==> src/rtl/ram_rcmd_gen.sv <==
// AXI read-address front end: expands one accepted AR burst into one RAM read
// command per beat, {last, id, word_addr}, pushed under FIFO-full backpressure.
module ram_rcmd_gen #(
   parameter int C_ID        = 16,
   parameter int C_RAM_AW    = 15,
   parameter int C_AXI_AW    = 32,
   parameter int C_SIZE_LOG2 = 3
) (
   input  logic                         aclk_s,
   input  logic                         rst_n,
   input  logic                         s_arvalid,
   output logic                         s_arready,
   input  logic [C_ID-1:0]              s_arid,
   input  logic [C_AXI_AW-1:0]          s_araddr,
   input  logic [7:0]                   s_arlen,
   input  logic [2:0]                   s_arsize,
   input  logic [1:0]                   s_arburst,
   input  logic                         ram_cmd_full,
   output logic                         ram_cmd_push,
   output logic [C_ID+C_RAM_AW+1:0]     ram_cmd_info,
   output logic                         busy
);

   typedef enum logic {IDLE, BURST} state_t;

   state_t                state_reg, state_next;
   logic [C_AXI_AW-1:0]   cur_addr_reg, cur_addr_next;
   logic [7:0]            beat_cnt_reg, beat_cnt_next;
   logic [C_ID-1:0]       id_reg, id_next;
   logic [2:0]            size_reg, size_next;
   logic [1:0]            burst_reg, burst_next;
   logic [C_AXI_AW-1:0]   wrap_mask_reg, wrap_mask_next;

   logic [2:0]            eff_size;
   logic [C_AXI_AW-1:0]   len_ext;
   logic [C_AXI_AW-1:0]   incr;
   logic [C_AXI_AW-1:0]   adv_addr;

   // Transfers wider than the bus are clamped to the bus width.
   assign eff_size = (s_arsize > 3'(C_SIZE_LOG2)) ? 3'(C_SIZE_LOG2) : s_arsize;
   assign len_ext  = C_AXI_AW'(s_arlen) + C_AXI_AW'(1);
   assign incr     = C_AXI_AW'(1) << size_reg;

   always_comb begin
      adv_addr = cur_addr_reg;
      case (burst_reg)
         2'b00:   adv_addr = cur_addr_reg;
         2'b10:   adv_addr = (cur_addr_reg & ~wrap_mask_reg) |
                             ((cur_addr_reg + incr) & wrap_mask_reg);
         default: adv_addr = (cur_addr_reg & ~(incr - C_AXI_AW'(1))) + incr;
      endcase
   end

   assign ram_cmd_info = {(beat_cnt_reg == 8'd0), id_reg,
                          cur_addr_reg[C_SIZE_LOG2 +: C_RAM_AW+1]};

   always_comb begin
      state_next     = state_reg;
      cur_addr_next  = cur_addr_reg;
      beat_cnt_next  = beat_cnt_reg;
      id_next        = id_reg;
      size_next      = size_reg;
      burst_next     = burst_reg;
      wrap_mask_next = wrap_mask_reg;
      s_arready      = 1'b0;
      ram_cmd_push   = 1'b0;
      busy           = 1'b0;
      case (state_reg)
         IDLE: begin
            s_arready = 1'b1;
            if (s_arvalid) begin
               id_next        = s_arid;
               cur_addr_next  = s_araddr;
               beat_cnt_next  = s_arlen;
               size_next      = eff_size;
               burst_next     = s_arburst;
               wrap_mask_next = (len_ext << eff_size) - C_AXI_AW'(1);
               state_next     = BURST;
            end
         end
         BURST: begin
            busy         = 1'b1;
            ram_cmd_push = ~ram_cmd_full;
            if (!ram_cmd_full) begin
               cur_addr_next = adv_addr;
               beat_cnt_next = beat_cnt_reg - 8'd1;
               if (beat_cnt_reg == 8'd0) begin
                  beat_cnt_next = 8'd0;
                  state_next    = IDLE;
               end
            end
         end
         default: state_next = IDLE;
      endcase
   end

   always_ff @(posedge aclk_s or negedge rst_n) begin
      if (!rst_n) begin
         state_reg     <= IDLE;
         cur_addr_reg  <= '0;
         beat_cnt_reg  <= '0;
         id_reg        <= '0;
         size_reg      <= '0;
         burst_reg     <= '0;
         wrap_mask_reg <= '0;
      end else begin
         state_reg     <= state_next;
         cur_addr_reg  <= cur_addr_next;
         beat_cnt_reg  <= beat_cnt_next;
         id_reg        <= id_next;
         size_reg      <= size_next;
         burst_reg     <= burst_next;
         wrap_mask_reg <= wrap_mask_next;
      end
   end

endmodule

==> config.mk <==
export PLATFORM = sky130hd
export DESIGN_NAME = ram_rcmd_gen
export DESIGN_NICKNAME = d
export VERILOG_FILES = /design/src/rtl/ram_rcmd_gen.sv
export SDC_FILE = /design/constraint.sdc
export NUM_CORES = 1
export LEC_CHECK = 0
export ABC_CLOCK_PERIOD_IN_PS = 4150
export CORE_AREA = 8 8 135 124
export CTS_CLUSTER_SIZE = 14
export DETAILED_ROUTE_END_ITERATION = 7
export DIE_AREA = 0 0 143 132
export GPL_ROUTABILITY_DRIVEN = 0
export HOLD_SLACK_MARGIN = 0.15
export PLACE_DENSITY_LB_ADDON = 0.08
export SYNTH_ARGS = -nofsm -noshare
export SYNTH_HDL_FRONTEND = slang
export SYNTH_SLANG_ARGS = --single-unit
==> constraint.sdc <==
create_clock -name aclk_s -period 4.15 [get_ports aclk_s]
set_input_delay 0.83 -clock aclk_s [delete_from_list [all_inputs] [get_ports aclk_s]]
set_output_delay 0.83 -clock aclk_s [all_outputs]
set_load 0.005 [all_outputs]
==> run metrics, run 1 <==
status completed; area grow syn2layout 21.9%; Pint 1.88 mW; register area 0.00170 mm^2; startpoint types primary input; Post-Layout Cell Count 958; largest net degree at the start of global routing 47; Arr. time, crit path 3.66 ns; max frequency 296 MHz; Critical Path Max Stage Delay 0.60 ns; worst reg-to-reg path cell count 9; Final period util 81.5%; power density over cell area 448 mW/mm^2; placed cells 942; Detail Route Antenna Nets 0; asr flop ratio synth 100%; Net Count, Synth 785; CTS clk-pin slew, worst paths 0.06 ns; Worst Tran Pin Value 0.658 ns; total negative slack 0 ns; vias in the first global route 5,269; Clk Latency, worst-skew pair 0.35 ns; Critical R2R Launch size_reg[2]; CTS resizes 0; Netlist cell types 76; Core Box Area 0.0145 mm^2; Synth Register Bits 68; area of the multi-input gates 0.00341 mm^2; max cap viols 0; Setup Viol. Count Final 0; VDD IR max 0.250 mV; CP Class in -> reg; number of setup buffers added after CTS 0; fin crit period 3.38 ns; Clock Sinks 68; reg-to-reg slack, setup 0.87 ns; maximum buffer depth of the clock tree 2; hold_buf cts 0; clock share of power 26.8%; Final Max Tran Viols 0; EDFF count, synth 0; Worst EP required 4.43 ns; half-perimeter wire length after placement 12,100 um; Ant. Diodes 0; vias per cell 5.59; critical path's slowest cell clkdlybuf4s50_1; Starting DRT DRC Count 460; CTS Buf Count 9; Synth Area per Inst 7.87 um^2; Port Buf Inserts 87; switching part of the total power 37.8%; worst slew margin relative to its limit 56.0%; via count 5,359; drt drc 0; row cnt 42; filler cell count 1,443; P_leak 2.80 nW; post-synthesis sequential area ratio 30.8%; Final Hold Viols 0; unrepaired setup endpoints after global routing no; Crit. End Element flop; CP max FO 9; crit-path cells clkdlybuf4s50_1, ha_1, nor3b_1, a22o_1, a311oi_1, or2_1, or4_1, a211oi_2, a221o_1; Root Buffer clkbuf_16; num ports 101; Switch Pwr 1.14 mW; CTS tree yes; H-tree levels 3; total number of yosys warnings 0; Die Width 143 um; Reg power frac 35.2%; drt first pass iters 4; first-pass GRT wire length 27,600 um; Comb pwr share 38.0%; clk_skew 0.00619 ns; prevailing post-synth register cell dfrtp_1; GRT Residual Overflow 0; Initial Util 38.3%; die span in y 132 um; WL per Instance 17.2 um; fraction of layout cells with a size suffix above 1 8.29%; initial antenna violation count 0; Cell Area, Synth 0.00553 mm^2; GRT Total Usage 18.0%; die area 0.0189 mm^2; Total Nets Final 837; DRT Wirelength 16,500 um; WHS 0.469 ns; Hold Path Class in -> async; Syn Inst Count 703
==> synth_stat cells (8+ instances only) <==
cell / n / share of area (%)
nor3_1: 19 / 1.7
inv_1: 19 / 1.3
dfrtp_1: 68 / 31
nand2b_1: 8 / 0.90
mux2i_1: 10 / 1.8
nor2_1: 56 / 3.8
xor2_1: 13 / 2.1
and2_1: 8 / 0.90
and3_1: 8 / 0.90
nand3_1: 20 / 1.8
a21oi_1: 29 / 2.6
buf_4: 17 / 2.3
clkbuf_1: 25 / 1.7
xnor2_1: 22 / 3.5
a31oi_1: 15 / 1.7
ha_1: 17 / 3.8
o211ai_1: 9 / 1.2
o21ai_0: 57 / 5.2
nand2_1: 120 / 8.1
buf_2: 12 / 1.1
==> placed cells by master, fill, tap and decap left out, types with 5 or more instances in the layout <==
cell type        instances
nand2b_1                 8
xnor2_1                 22
a32oi_1                  5
a21o_1                   6
mux2_2                   5
nand4_1                  7
a31oi_1                 15
inv_1                   19
dfrtp_1                 68
nand3_1                 20
mux2i_1                 10
clkbuf_16                9
clkdlybuf4s50_1         86
nor4_1                   5
o21ai_0                 57
or2_2                    5
and3_1                   8
o211ai_1                 9
and2_1                   8
a211oi_1                 6
o31ai_1                  5
a21oi_1                 29
nor3_1                  19
nor2_1                  56
xor2_1                  13
buf_4                   17
ha_1                    17
a211o_1                  7
a22oi_1                  6
o22ai_1                  7
nor2b_1                  6
nand2_1                119
==> metal layers <==
layer	share of wire [%]	track usage, %	vias up
met5	0	0	-
met1	47	23.6	2563
met4	1.3	5.49	0
met2	46	28.4	157
met3	5.7	4.38	17
li1	-	-	2622
==> metrics by stage <==
stage	util [%]	power, mW	worst slack [ns]	cell area (um^2)
final	46.6	3.02	0.768	6740
after global routing	46.6	3.23	0.577	6740
after CTS	46.6	3.04	0.778	6740
after detailed placement	44.5	2.22	0.413	6430
after global placement	44.5	2.20	0.511	6430
after floorplan	-	1.84	0.838	5530
==> kinds of logic after synthesis <==
family	Yosys count	synth area share [%]
xor gates and xnor gates	35	5.54
DFF	68	30.8
and+or+nand+nor	288	24.7
buffers and inverters	83	7.60
adders and majority gates	18	4.03
muxes	16	3.23
AOI/OAI and AO/OA	195	24.2
==> cell type report <==
cell class / instances / area share [%]
Multi-Input combinational cell: 552 / 50.7
Sequential cell: 68 / 25.2
Clock inverter: 7 / 1.23
Timing Repair Buffer: 104 / 14.7
Tap cell: 198 / 3.68
Inverter: 20 / 1.11
Clock buffer: 9 / 3.34
==> worst max-delay path, delay by kind of cell <==
family                     cells  cell delay [ns]
AOI/OAI and AO/OA              4             0.73
and+or+nand+nor                3             1.08
buffers and inverters          1             0.60
adders and majority gates      1             0.40
==> worst max-delay path by stage <==
stage | startpoint | endpoint | slack (ns) | cells past startpoint
after CTS | s_arlen[1] | wrap_mask_reg[9] | 0.78 | 9
after global placement | s_arlen[1] | wrap_mask_reg[14] | 0.51 | 9
final | s_arlen[1] | wrap_mask_reg[9] | 0.77 | 9
after global routing | s_arlen[1] | wrap_mask_reg[12] | 0.58 | 9
after detailed placement | s_arlen[1] | wrap_mask_reg[9] | 0.41 | 9
after floorplan | size_reg[0] | flop | 0.84 | 13
==> power groups by stage <==
stage          clock network, mW  logic, mW  registers (mW)
3_5_place_dp                   0       1.15            1.07
4_1_cts                    0.829       1.16            1.06
2_1_floorplan                  0      0.868           0.968
3_3_place_gp                   0       1.13            1.06
6_report                   0.810       1.15            1.06
5_1_grt                    0.849       1.29            1.10
Note: power is estimated with default switching activity, not from simulation.
==> inputs of run 2 (changes only) <==
Settings changed: ABC_CLOCK_PERIOD_IN_PS 4150 to 3500.
Clock period 4.15 ns to 3.5 ns, I/O delays scaled along.
==> run 2 against run 1 <==
  * Clock power rose by 14%
  * Utilization increased by 0.45 points
  * Non-clock buffer count rose by 8
  * Die area is the same
  * Critical path depth is 1 higher
  * Clock-buffer cell count is the same
  * Combinational power up 20%
  * Hold slack worse by 0.093 ns
  * Largest power group unchanged
==> run metrics, run 2 (synthesis results as in run 1) <==
first-pass GRT wire length 27,600 um (+0.30%); Worst EP required 3.70 ns (-0.73 ns); CTS resizes 0 (unchanged); Clock Sinks 68 (unchanged); Power, Total 3.57 mW (+18%); Critical R2R Launch size_reg[2]; most common cell after layout, fill and taps aside nand2_1; Crit. End Element flop; GRT Total Usage 18.1% (+0.098 points); Hold Path Class in -> async; CP Class reg -> reg; CP bufs+invs 1 (unchanged); unrepaired setup endpoints after global routing no; worst slew margin relative to its limit 48.1% (-7.9 points); Final Max Tran Viols 0 (unchanged); max frequency 311 MHz; most frequent cells in the layout nand2_1 (119), clkdlybuf4s50_1 (86), dfrtp_1 (68), o21ai_0 (57), nor2_1 (56); DRT Wirelength 16,800 um (+1.7%); crit-path cells or3_1, inv_1, ha_1, ha_1, a31oi_1, a221o_1, o41ai_4, nand4_1, xnor2_1, a21boi_1; VDD IR max 0.248 mV (-0.85%); Arr. time, crit path 3.42 ns (-0.24 ns); critical path's slowest cell o41ai_4; Port Buf Inserts 87 (unchanged); die area 0.0189 mm^2 (unchanged); Setup Viol. Count Final 0 (unchanged); Ant. Diodes 0 (unchanged); drt first pass iters 5 (+1); Detail Route Antenna Nets 0 (unchanged); power density over cell area 524 mW/mm^2 (+17%); clk_skew 0.00726 ns (+0.00107 ns); CP most frequent cell ha_1; Critical Path Max Stage Delay 0.59 ns (about the same); Die Width 143 um (unchanged); initial antenna violation count 0 (unchanged); drt drc 0 (unchanged); CTS tree yes; number of setup buffers added after CTS 0 (unchanged); max cap viols 0 (unchanged); reg-to-reg slack, setup 0.28 ns (-0.59 ns); Starting DRT DRC Count 464 (+0.87%); num ports 101 (unchanged); die span in y 132 um (unchanged); status completed; worst reg-to-reg path cell count 10 (+1); half-perimeter wire length after placement 12,400 um (+2.3%); vias per cell 5.50 (-1.6%); Initial Util 38.3% (unchanged); largest net degree at the start of global routing 69 (+47%); vias in the first global route 5,290 (+0.40%); via count 5,315 (-0.82%); fraction of layout cells with a size suffix above 1 9.24% (+0.96 points); P_leak 2.84 nW (+1.7%); delay-heaviest family, CP compound AO/OA/AOI/OAI gates; Worst Tran Pin Value 0.777 ns (+0.119 ns); maximum buffer depth of the clock tree 2 (unchanged); WL per Instance 17.4 um (+0.82%); startpoint types flop; CTS Buf Count 9 (unchanged); hold_buf cts 0 (unchanged); CTS clk-pin slew, worst paths 0.06 ns (about the same); H-tree levels 3 (unchanged); GRT Residual Overflow 0 (unchanged); Clk Latency, worst-skew pair 0.34 ns (about the same); Root Buffer clkbuf_16; area grow syn2layout 23.0%; Total Nets Final 845 (+0.96%); Final Hold Viols 0 (unchanged); Core Box Area 0.0145 mm^2 (unchanged); row cnt 42 (unchanged); Final period util 91.9%; fin crit period 3.22 ns; total negative slack 0 ns (unchanged); CP max FO 7 (-2)
[run 2: cell count changes in the layout (fill, tap and decap cells not counted)]
cell / delta
clkinv_2: +2
inv_8: -1
buf_4: +7
clkinv_4: +3
buf_12: +1
clkinvlp_4: -2
inv_6: -2
[run 2: worst max-delay path by stage]
| stage | startpoint | endpoint | slack, ns | cells past startpoint |
|---|---|---|---|---|
| floorplan | size_reg[0] | flop | 0.19 | 13 |
| global placement | s_arsize[2] | wrap_mask_reg[18] | 0.20 | 9 |
| detailed placement | s_arsize[2] | wrap_mask_reg[12] | 0.12 | 9 |
| CTS | size_reg[2] | flop | 0.28 | 10 |
| global route | size_reg[2] | flop | 0.11 | 10 |
| finish | size_reg[2] | flop | 0.28 | 10 |
[run 2: worst register-to-register path, stage by stage (launching register included)]
cell,delay (ns)
dfrtp_1,0.45
or3_1,0.44
inv_1,0.10
ha_1,0.30
ha_1,0.19
a31oi_1,0.07
a221o_1,0.48
o41ai_4,0.59
nand4_1,0.18
xnor2_1,0.20
a21boi_1,0.08
[run 2: through the flow]
| stage | instances | setup slack [ns] | hold slack (ns) | util, % | area, um^2 |
|---|---|---|---|---|---|
| 3_5_place_dp | 950 | 0.124 | 0.461 | 45.0 | 6500 |
| 2_1_floorplan | 703 | 0.188 | 0.404 | - | 5530 |
| 4_1_cts | 966 | 0.276 | 0.403 | 47.1 | 6810 |
| 6_report | 966 | 0.285 | 0.376 | 47.1 | 6810 |
| 3_3_place_gp | 950 | 0.195 | 0.458 | 45.0 | 6500 |
| 5_1_grt | 966 | 0.108 | 0.434 | 47.1 | 6810 |
[run 2: layout make-up]
class                      instances  area [um^2]
multi-input combinational        552         3410
inverter                          20         75.1
clock buffer                       9          225
sequential                        68         1700
tap                              198          248
fill                            1414         7650
timing repair buffer             112         1070
clock inverter                     7         75.1
[run 2: power by group]
part | switching (mW) | leakage, nW | internal (mW)
combinational | 0.678 | 1.85 | 0.707
clock | 0.370 | 0.150 | 0.555
sequential | 0.291 | 0.842 | 0.967
[run 2: per-layer routing]
layer	wire length (um)	global-route usage [%]	vias to the layer above
met2	7820	28.9	132
met3	810	3.33	13
met1	7990	24.4	2530
li1	-	-	2640
met5	0	0	-
met4	172	4.90	0
==> inputs of run 3 (changes only) <==
==> constraint.sdc (replaced) <==
create_clock -name aclk_s -period 3.5 [get_ports aclk_s]
set_input_delay 0.7 -clock aclk_s [delete_from_list [all_inputs] [get_ports aclk_s]]
set_output_delay 0.7 -clock aclk_s [all_outputs]
set_load 0.02 [all_outputs]
==> results of run 3 <==
Same layout as run 2 (identical final DEF). Status: completed.
Among the figures that moved: total power 3.57 mW -> 3.70 mW; worst IR drop on VDD 0.248 mV -> 0.249 mV
==> variant: new RTL, config.mk and constraints of run 1 <==
Change the parameter `C_SIZE_LOG2` from 3 to 4.
--- a/src/rtl/ram_rcmd_gen.sv
+++ b/src/rtl/ram_rcmd_gen.sv
@@ -5,5 +5,5 @@
    parameter int C_RAM_AW    = 15,
    parameter int C_AXI_AW    = 32,
-   parameter int C_SIZE_LOG2 = 3
+   parameter int C_SIZE_LOG2 = 4
 ) (
    input  logic                         aclk_s,
Behaviour: not the same (a bounded check fails within 4 cycles, from zero or initial values and one cycle with rst_n low).
==> variant against run 1 <==
Sequential cell count increased by 2; largest power group unchanged; synthesized area increased by 3.7%; combinational power increased by 9%; register-to-register slack got worse by 0.18 ns; first-iteration DRC count decreased by 11%; cell count increased by 6.5%; wire length increased by 8.3%; clock skew about the same; count of clock-buffer cells in the layout increased by 1; clock power decreased by 2%; cell area increased by 3.3%; power increased by 2.9%; largest cell class unchanged; setup slack got worse by 0.078 ns.
==> variant: results (changes against run 1) <==
** Timing
- The setup slack after layout is 0.690 ns (was 0.768 ns).
- Relative slew slack :: 37.7% (was 56.0%)

** Setup path
- Category of cells accounting for the largest share of critical-path delay :: compound AO/OA/AOI/OAI gates (was simple AND/OR/NAND/NOR gates)
- Largest stage delay on the critical path :: 0.49 ns (was 0.60 ns)
- The worst-path maximum fanout is 22 (was 9).
- R2R Path Start :: size_reg[1] (was size_reg[2])
- The data arrival time at the worst-slack endpoint was 3.74 ns (was 3.66 ns).
- The cell with the largest stage delay on the worst path is o31ai_1 (was clkdlybuf4s50_1).

** Layout
- Count of fill cells added during filler insertion :: 1,421 (was 1,443)
- The share of final-layout standard cells stronger than drive strength 1 came to 5.84% (was 8.29%).
- The fraction of area in clock buffers and inverters was 4.30% (was 4.57%).
- Area of combinational cells with multiple inputs :: 0.00356 mm2 (was 0.00341 mm2)
- The count of clock buffers in the final design was 10 (was 9).
- The non-clock inverter total of the final layout came to 26 (was 20).
- Register cell area after layout :: 0.00175 mm2 (was 0.00170 mm2)
- The number of sequential cells is 70 (was 68).
- Final non-clock buffer share :: 14.3% (was 14.7%)

** Power and ir drop
- Leakage power :: 2.95 nW (was 2.80 nW)
- Combinational group power :: 1.25 mW (was 1.15 mW)
- Switch Pwr :: 1.21 mW (was 1.14 mW)
- Clock power share :: 25.6% (was 26.8%)
- Max IR drop VDD :: 194 uV (was 250 uV)

** Drt
- The first-pass iteration count of the detailed router was 5 (was 4).
- The routed metal-1 wire length is 8.24 mm (was 7.78 mm).
- Wirelength per Cell :: 17.5 um (was 17.2 um)
- 1st-iter DRT viols :: 408 (was 460)

** Synth
- Fraction of post-synthesis cell area in the top cell type by area :: 30.5% (was 30.8%)
- The post-synth net total is 846 (was 785).
- Share of cell area taken by muxes after synthesis :: 1.61% (was 3.23%)
- The xor/xnor share of the synthesized area is 5.34% (was 5.54%).
- Cells taking the most area after synthesis :: dfrtp_1 31%, nand2_1 9.1%, o21ai_0 4.7% (was dfrtp_1 31%, nand2_1 8.1%, o21ai_0 5.2%)

** Placement
- The post-placement cell area came to 0.00666 mm2 (was 0.00643 mm2).
- The pre-CTS setup slack was 0.475 ns (was 0.413 ns).

** Hold path
- The type of the tightest min-delay check is flip-flop to flip-flop (was primary input to async pin).

** Global routing
- The number of global-route vias before repair is 5,539 (was 5,269).
- GR Util All Layers :: 19.1% (was 18.0%)
- Maximum number of pins on one net before global-route repair :: 71 (was 47)
- Met2 Usage GRT :: 30.8% (was 28.4%)
- Wire length of the first global-routing pass :: 29.2 mm (was 27.6 mm)

** Status
- Result of the run: finished clean (unchanged).
## variant: cell count changes after synthesis, sizes merged, moves of 10 or more
cell,run 1,this run
o21ai,57,74
nor2,58,68
nand2,120,139
nor3,19,30
## variant: path summary, 6_finish.rpt
path / endpoint / slack [ns] / cells after the start
worst min register to register: id_reg[8] / 0.47 / 2
min in group asynchronous: beat_cnt_reg[2] / 0.64 / 1
worst max-delay path: flip-flop / 0.69 / 13
worst max register to register: flip-flop / 0.69 / 13
max in group asynchronous: wrap_mask_reg[12] / 2.92 / 1
worst min-delay path: id_reg[8] / 0.47 / 2
## variant: per-stage QoR
| stage | utilization (%) | instances | power, mW |
|---|---|---|---|
| finish | 48.2 | 1020 | 3.11 |
| floorplan | - | 764 | 1.91 |
| CTS | 48.2 | 1020 | 3.12 |
| detailed placement | 46.1 | 1004 | 2.31 |
| global route | 48.2 | 1020 | 3.32 |
| global placement | 46.1 | 1004 | 2.29 |
